File: config.mk
export PLATFORM = sky130hd
export DESIGN_NAME = instr_mem_loader
export DESIGN_NICKNAME = d
export VERILOG_FILES = /design/src/rtl/instr_mem_loader.sv
export SDC_FILE = /design/constraint.sdc
export NUM_CORES = 1
export LEC_CHECK = 0
export CORE_UTILIZATION = 49
export CTS_CLUSTER_SIZE = 30
export DETAILED_ROUTE_END_ITERATION = 16
export GPL_TIMING_DRIVEN = 0
export MAX_ROUTING_LAYER = met4
export PLACE_DENSITY = 0.76
export SETUP_SLACK_MARGIN = 0.4
export SYNTH_ARGS = -nofsm -noshare
export SYNTH_HDL_FRONTEND = slang
export SYNTH_SLANG_ARGS = --single-unit
File: constraint.sdc
create_clock -name CLK -period 2.6 [get_ports CLK]
set_clock_uncertainty 0.15 [all_clocks]
set_input_delay 0.52 -clock CLK [delete_from_list [all_inputs] [get_ports CLK]]
set_output_delay 0.52 -clock CLK [all_outputs]
set_load 0.05 [all_outputs]
File: src/rtl/instr_mem_loader.sv
`default_nettype none
// +-----------------------------------------------------------------------------+
// | Module   : instr_mem_loader                                                  |
// | Function : Length-prefixed byte-stream loader for the instruction memory.    |
// |            Optional trailing checksum enabled by macro LOADER_CHECKSUM_EN.   |
// | Revision : 1.0 - initial release                                             |
// +-----------------------------------------------------------------------------+
module instr_mem_loader #(
  parameter int DEPTH      = 36,
  parameter int ADDR_WIDTH = 16
) (
  input  logic                  CLK,
  input  logic                  RESET,
  input  logic                  START,
  input  logic [7:0]            DIN,
  input  logic                  DIN_VALID,
  output logic                  DIN_READY,
  output logic [ADDR_WIDTH-1:0] WR_ADDRESS,
  output logic [7:0]            WR_DATA,
  output logic                  WR_EN,
  output logic                  CPU_HOLD,
  output logic                  DONE,
  output logic                  ERROR
);

  typedef enum logic [2:0] {
    S_IDLE   = 3'd0,
    S_LEN_HI = 3'd1,
    S_LEN_LO = 3'd2,
    S_DATA   = 3'd3,
`ifdef LOADER_CHECKSUM_EN
    S_CSUM   = 3'd4,
`endif
    S_FINISH = 3'd5
  } state_t;

  localparam logic [31:0] c_depth = 32'(DEPTH);

  state_t                r_state;
  state_t                w_state_next;
  logic [7:0]            r_len_hi;
  logic [15:0]           r_len;
  logic [ADDR_WIDTH-1:0] r_count;
  logic [ADDR_WIDTH-1:0] r_wr_addr;
  logic [7:0]            r_wr_data;
  logic                  r_wr_en;
  logic                  r_hold;
  logic                  r_done;
  logic                  r_error;
`ifdef LOADER_CHECKSUM_EN
  logic [7:0]            r_csum;
`endif

  logic                  w_din_ready;
  logic                  w_accept;
  logic                  w_start;
  logic                  w_wr;
  logic                  w_set_done;
  logic                  w_set_error;
  logic [15:0]           w_len;
  logic [ADDR_WIDTH-1:0] w_count_inc;
  logic                  w_last;

  assign w_len       = {r_len_hi, DIN};
  assign w_count_inc = r_count + 1'b1;
  assign w_last      = (32'(w_count_inc) == {16'd0, r_len});

  always_comb begin
    w_state_next = r_state;
    w_din_ready  = 1'b0;
    w_start      = 1'b0;
    w_wr         = 1'b0;
    w_set_done   = 1'b0;
    w_set_error  = 1'b0;
    w_accept     = 1'b0;
    case (r_state)
      S_IDLE: begin
        if (START) begin
          w_start      = 1'b1;
          w_state_next = S_LEN_HI;
        end
      end
      S_LEN_HI: begin
        w_din_ready = 1'b1;
        w_accept    = DIN_VALID;
        if (DIN_VALID) w_state_next = S_LEN_LO;
      end
      S_LEN_LO: begin
        w_din_ready = 1'b1;
        w_accept    = DIN_VALID;
        if (DIN_VALID) begin
          if ({16'd0, w_len} > c_depth) begin
            w_set_error  = 1'b1;
            w_state_next = S_IDLE;
          end else if (w_len == 16'd0) begin
`ifdef LOADER_CHECKSUM_EN
            w_state_next = S_CSUM;
`else
            w_state_next = S_FINISH;
`endif
          end else begin
            w_state_next = S_DATA;
          end
        end
      end
      S_DATA: begin
        w_din_ready = 1'b1;
        w_accept    = DIN_VALID;
        if (DIN_VALID) begin
          w_wr = 1'b1;
          if (w_last) begin
`ifdef LOADER_CHECKSUM_EN
            w_state_next = S_CSUM;
`else
            w_state_next = S_FINISH;
`endif
          end
        end
      end
`ifdef LOADER_CHECKSUM_EN
      S_CSUM: begin
        w_din_ready = 1'b1;
        w_accept    = DIN_VALID;
        if (DIN_VALID) begin
          if (DIN == r_csum) begin
            w_state_next = S_FINISH;
          end else begin
            w_set_error  = 1'b1;
            w_state_next = S_IDLE;
          end
        end
      end
`endif
      S_FINISH: begin
        w_set_done   = 1'b1;
        w_state_next = S_IDLE;
      end
      default: w_state_next = S_IDLE;
    endcase
  end

  always_ff @(posedge CLK) begin
    if (RESET) begin
      r_state   <= S_IDLE;
      r_len_hi  <= 8'd0;
      r_len     <= 16'd0;
      r_count   <= '0;
      r_wr_addr <= '0;
      r_wr_data <= 8'd0;
      r_wr_en   <= 1'b0;
      r_hold    <= 1'b0;
      r_done    <= 1'b0;
      r_error   <= 1'b0;
`ifdef LOADER_CHECKSUM_EN
      r_csum    <= 8'd0;
`endif
    end else begin
      r_state <= w_state_next;
      r_wr_en <= w_wr;
      if (w_accept && (r_state == S_LEN_HI)) r_len_hi <= DIN;
      if (w_accept && (r_state == S_LEN_LO)) r_len    <= w_len;
      if (w_start) begin
        r_count <= '0;
      end else if (w_wr) begin
        r_count   <= w_count_inc;
        r_wr_addr <= r_count;
        r_wr_data <= DIN;
      end
`ifdef LOADER_CHECKSUM_EN
      if (w_start)   r_csum <= 8'd0;
      else if (w_wr) r_csum <= r_csum + DIN;
`endif
      if (w_start) begin
        r_done  <= 1'b0;
        r_error <= 1'b0;
      end else if (w_set_done) begin
        r_done  <= 1'b1;
      end else if (w_set_error) begin
        r_error <= 1'b1;
      end
      // Hold drops one cycle after returning to IDLE, once the last write has retired.
      if (w_start)                  r_hold <= 1'b1;
      else if (r_state == S_IDLE)   r_hold <= 1'b0;
    end
  end

  assign DIN_READY  = w_din_ready;
  assign WR_ADDRESS = r_wr_addr;
  assign WR_DATA    = r_wr_data;
  assign WR_EN      = r_wr_en;
  assign CPU_HOLD   = r_hold;
  assign DONE       = r_done;
  assign ERROR      = r_error;

endmodule
`default_nettype wire

==> results of run 1 <==
==> routing by layer <==
| layer | share of wire (%) | up-vias |
|---|---|---|
| met5 | 0 | - |
| met4 | 2.7 | 0 |
| met3 | 4.9 | 13 |
| met2 | 46 | 79 |
| met1 | 46 | 1312 |
| li1 | - | 1477 |
==> how the worst min path moves through the flow <==
stage | slack [ns] | depth (start not counted) | to
after floorplan | 0.29 | 2 | r_len[11]$_SDFFE_PP0P_
after global placement | 0.29 | 2 | WR_DATA[6]$_SDFFE_PP0P_
after detailed placement | 0.30 | 2 | WR_DATA[4]$_SDFFE_PP0P_
after CTS | 0.24 | 2 | r_state[0]$_SDFFE_PP0P_
after global routing | 0.25 | 2 | r_state[0]$_SDFFE_PP0P_
final | 0.25 | 2 | r_state[0]$_SDFFE_PP0P_
==> cell families after synthesis <==
group | count (synthesis) | share of synthesized area (%)
adders and majority gates | 1 | 0.390
buffers and inverters | 29 | 5.81
DFF | 71 | 44.3
muxes | 1 | 0.312
and+or+nand+nor | 199 | 27.8
AOI/OAI and AO/OA | 67 | 11.0
xor gates and xnor gates | 38 | 10.4
==> where the power goes <==
group | leakage, uW | switching [uW] | internal (uW) | total [uW]
Combinational | 0.00100 | 98.4 | 58.6 | 157
Clock | 0.000105 | 437 | 541 | 978
Sequential | 0.000578 | 9.95 | 1100 | 1110
Total | 0.00169 | 545 | 1700 | 2240
==> stage by stage <==
stage	setup WS (ns)	power, uW	instance area, um2
after floorplan	0.214	1230	3260
after global routing	0.0691	2310	4230
after CTS	0.102	2250	4140
after global placement	-0.520	1280	3740
after detailed placement	-0.537	1290	3740
final	0.133	2240	4230
==> worst reg2reg max path, stage by stage, from the launching register on <==
cell and delay [ns]:
dfxtp_2 0.33, buf_6 0.12, buf_12 0.10, nand3_4 0.10
xnor2_2 0.16, nand4_1 0.13, or4_4 0.54, or4_4 0.51
a22o_1 0.22
==> synth_stat cells <==
library cell | n | area (um2)
nand2_1 | 118 | 443
dfxtp_1 | 71 | 1420
a21oi_1 | 55 | 275
nor2_1 | 31 | 116
xnor2_1 | 22 | 193
clkbuf_1 | 18 | 67.6
xor2_1 | 16 | 140
nand3_1 | 8 | 40.0
nand4_1 | 8 | 50.1
clkbuf_8 | 7 | 96.3
nor4_1 | 7 | 43.8
nor3_1 | 6 | 30.0
o21ai_0 | 6 | 30.0
or3_1 | 4 | 25.0
clkbuf_2 | 3 | 15.0
nor2b_1 | 3 | 18.8
a21o_1 | 2 | 15.0
or4_1 | 2 | 15.0
a21boi_0 | 1 | 7.51
a221oi_1 | 1 | 8.76
a22o_1 | 1 | 8.76
and2_1 | 1 | 6.26
and2_2 | 1 | 7.51
and3_1 | 1 | 6.26
and3_2 | 1 | 7.51
buf_4 | 1 | 7.51
ha_1 | 1 | 12.5
mux2i_1 | 1 | 10.0
nand3_2 | 1 | 10.0
nand3_4 | 1 | 17.5
nand3b_1 | 1 | 7.51
nand4_2 | 1 | 12.5
nor3b_1 | 1 | 7.51
nor4_2 | 1 | 12.5
o32ai_1 | 1 | 8.76
or2_2 | 1 | 6.26
or2b_2 | 1 | 8.76
==> final cells by class <==
type	instances	area, um2
fill	523	2120
multi-input combinational	306	1680
sequential	71	1440
timing repair buffer	56	562
buffer	29	230
clock buffer	9	124
clock inverter	7	97.6
tap	77	96.3
==> flip-flops by register name, summed over array words and instances, names as in the netlist, 3 cells and up <==
register,cells
WR_ADDRESS,16
WR_DATA,8
r_count,16
r_len,16
r_len_hi,8
r_state,3
==> repair_timing <==
item / 4_1_cts / 5_1_grt
pin swaps: 4 / 3
setup buffers: 12 / 5
resized for setup: 27 / 24
endpoints found under the setup margin: 52 / 60
gates cloned: 0 / 0
==> impl_metrics.ini, run 1 <==
[timing]
fin_tns_setup_ns = 0
tightest_slew_ns = 0.516
relSlewSlack_pct = 65.5
fin_crit_sh_pct = 94.9
final-max-slew-violation-count = 0
finalSetupViolCount = 0
hold_slack_ns = 0.247
hold_violations = 0
max_freq_mhz = 405
rsz0062_at_grt = true
final.min_clock_period_ns = 2.47

[layout]
fin_util_pct = 66.6
drive_above_1_share_pct = 17.2
final_common_cell = nand2_1
most-common-layout-cells = nand2_1 (118), dfxtp_1 (63), a21oi_1 (55)
area_growth_pct = 31.7
final_net_count = 486
final_cells = 555
num_antenna_cells = 0

[power_and_ir_drop]
peakVddDrop_v = 0.000419
p_per_area_mw_per_mm2 = 531
p_leak_uw = 0.00169

[route]
dr.pass1.iters = 4
routedWlPerCell_um = 14.4
viasPerCell = 5.19
route.antenna.remaining_nets = 0
drtIter0Drc = 159
drc = 0
vias = 2881
wirelength_mm = 8.00

[global_route]
grt_max_degree = 14
grt_pass1_wl_mm = 13.1
gr-usage-all-layers_pct = 24.7
overflow = 0
gr-usage-met1_pct = 31.8
grt_use_met3_pct = 4.87
antenna_found_initial = 0
grt_use_met2_pct = 38.0
busiest_layer = met2
grt_pass1_vias = 2705

[setup_path]
crit_start = DIN_VALID
r2r_cells = 8
r2r_setup_slack_ns = 0.14
path_class = in -> reg
arrival_ns = 2.57
cpMostUsedCell = or4_4
path_max_fanout = 7
worstPathCellList = clkdlybuf4s50_1, nand4_1, or4_4, or4_4, a22o_1
r2r_start = r_count[3]$_SDFFE_PP0P_
cp.depth = 5
path_buf_inv = 1
slowest_delay_ns = 0.61
crit_slowest_cell = clkdlybuf4s50_1
cpLargestDelayFamily = simple AND/OR/NAND/NOR gates
worst_setup_path_start_kind = input port
rr_endpoint = r_state[1]$_SDFFE_PP0P_
endpoint = r_state[1]$_SDFFE_PP0P_
critPathRequiredTime_ns = 2.70
worstSetupEndpointType = flip-flop

[die]
fp.dieArea_mm2 = 0.00688
io_pins = 41
initial_utilization_pct = 50.5
dieWidth_um = 82.9
die_h_um = 82.9
core_area_mm2 = 0.00635
rows = 29

[place]
place.gp.congestion = 0.903
hpwl_mm = 5.49
dp_cells = 522
io_buffer_count = 39

[worst_hold_path]
hold_path.class = in -> reg
min_from = RESET

[synthesis]
ys_seq_elements = 71
seq_area_frac_synth_pct = 44.3
synthesis.nets = 419
synthDistinctLibCells = 37
syn_inst = 406
syn_area_per_cell_um2 = 7.90
yosys_warnings = 0
netlist_area_mm2 = 0.00321

[job]
max_cap_viol_count = 0

[clock_tree]
cts_buffers = 9
clock_latency_ns = 0.35
ctsHoldBuffers = 0
cts_root_buf = clkbuf_8
clk_pin_slew_ns = 0.08
clock_path_buffers = 2
cts_sinks = 71
tritoncts = yes
htree_levels = 3

[run_status]
status = complete, no violations
Power figures use the tool's default switching activity.
==> run 2, diff against run 1 <==
- CELL_PAD_IN_SITES_DETAIL_PLACEMENT: default -> 1
- CELL_PAD_IN_SITES_GLOBAL_PLACEMENT: default -> 2
- CORE_UTILIZATION: 49 -> 29
==> impl_metrics.ini, run 2 (synthesis gave the netlist of run 1 again) <==
[setup_path]
worstSetupEndpointType = flip-flop
slowest_delay_ns = 0.51
worst_setup_path_start_kind = flip-flop
r2r_setup_slack_ns = 0.02
crit_slowest_cell = or4_4
path_class = reg -> reg
critPathRequiredTime_ns = 2.69
path_max_fanout = 8
cpLargestDelayFamily = simple AND/OR/NAND/NOR gates
arrival_ns = 2.67
worstPathCellList = buf_8, nand4_1, nor4_4, xnor2_1, or4_4, or4_4, a22o_1
cpMostUsedCell = or4_4
path_buf_inv = 1

[timing]
setup_slack_ns = 0.0226
relSlewSlack_pct = 63.8
tightest_slew_ns = 0.542
fin_crit_sh_pct = 99.1
hold_violations = 0
rsz0062_at_grt = true
max_freq_mhz = 388
fin_tns_setup_ns = 0
final-max-slew-violation-count = 0
final.min_clock_period_ns = 2.58
finalSetupViolCount = 0

[clock_tree]
cts_buffers = 9
tritoncts = yes
cts_sinks = 71
htree_levels = 3
ctsHoldBuffers = 0
clock_latency_ns = 0.35
cts_root_buf = clkbuf_8
clock_path_buffers = 2
clk_pin_slew_ns = 0.08

[place]
place.gp.congestion = 0.836
dp_slack_ns = -0.641
io_buffer_count = 39
hpwl_mm = 6.93

[global_route]
grt_pass1_wl_mm = 15.5
antenna_found_initial = 0
gr-usage-all-layers_pct = 18.2
grt_max_degree = 13
grt_pass1_vias = 3026
overflow = 0

[route]
viasPerCell = 4.83
top_layer = met4
drtIter0Drc = 75
routedWlPerCell_um = 15.6
drc = 2
wirelength_mm = 9.66
route.antenna.remaining_nets = 0
routed-wl-met3_um = 255
wl_met1_mm = 4.69
dr.pass1.iters = 10
vias = 2989
wl_met2_mm = 4.48

[die]
die_h_um = 107
dieWidth_um = 107
rows = 38
core_area_mm2 = 0.0108
initial_utilization_pct = 29.7
io_pins = 41
fp.dieArea_mm2 = 0.0115

[layout]
area_growth_pct = 33.2
fillers = 1287
fin_util_pct = 39.6
final_common_cell = nand2_1
final_net_count = 487
num_antenna_cells = 0
drive_above_1_share_pct = 16.7
most-common-layout-cells = nand2_1 (118), dfxtp_1 (63), a21oi_1 (55)

[power_and_ir_drop]
p_leak_uw = 0.00166
p_per_area_mw_per_mm2 = 510
peakVddDrop_v = 0.000261

[run_status]
violations = DRC
status = finished, violations left

[worst_hold_path]
hold_path.class = in -> reg

[job]
max_cap_viol_count = 0
run 2: stage by stage:
stage          hold WS, ns  area [um2]  power (uW)  std cells
3_3_place_gp         0.292        3820        1290        585
2_1_floorplan        0.295        3260        1230        406
5_1_grt              0.243        4270        2280        619
6_report             0.242        4270        2180        619
4_1_cts              0.237        4150        2200        608
3_5_place_dp         0.299        3820        1300        585
run 2: per-layer routing:
| layer | up-vias | global-route usage, % |
|---|---|---|
| met5 | - | - |
| met4 | 0 | 6.95 |
| met1 | 1444 | 23.0 |
| met3 | 11 | 3.28 |
| met2 | 51 | 28.9 |
| li1 | 1483 | - |
run 2: layout make-up:
| cell class | instances | area [um2] | area share, % |
|---|---|---|---|
| buffer | 29 | 231 | 5.42 |
| tap | 140 | 175 | 4.10 |
| multi-input combinational | 306 | 1670 | 39.2 |
| clock inverter | 4 | 45.0 | 1.05 |
| timing repair buffer | 57 | 554 | 13.0 |
| clock buffer | 12 | 155 | 3.63 |
| sequential | 71 | 1440 | 33.7 |
run 2: power breakdown:
part | total [uW] | internal [uW] | switching, uW
sequential | 1110 | 1100 | 10.4
clock | 914 | 492 | 422
combinational | 161 | 56.6 | 105
total | 2180 | 1640 | 537
run 2: what timing repair did:
action                                 in CTS  in global routing
endpoints found under the hold margin       0                  0
gates resized for setup                    24                 28
setup endpoints to repair                  61                 45
pin swaps                                   0                  5
buffers inserted                            7                 11
run 2: worst paths after layout:
path / cells past startpoint / startpoint / endpoint
max: 7 / r_count[4]$_SDFFE_PP0P_ / r_state[1]$_SDFFE_PP0P_
min: 2 / RESET / r_state[0]$_SDFFE_PP0P_
max reg2reg: 7 / r_count[4]$_SDFFE_PP0P_ / r_state[1]$_SDFFE_PP0P_
min reg2reg: 2 / WR_ADDRESS[14]$_SDFFE_PP0P_ / WR_ADDRESS[14]$_SDFFE_PP0P_
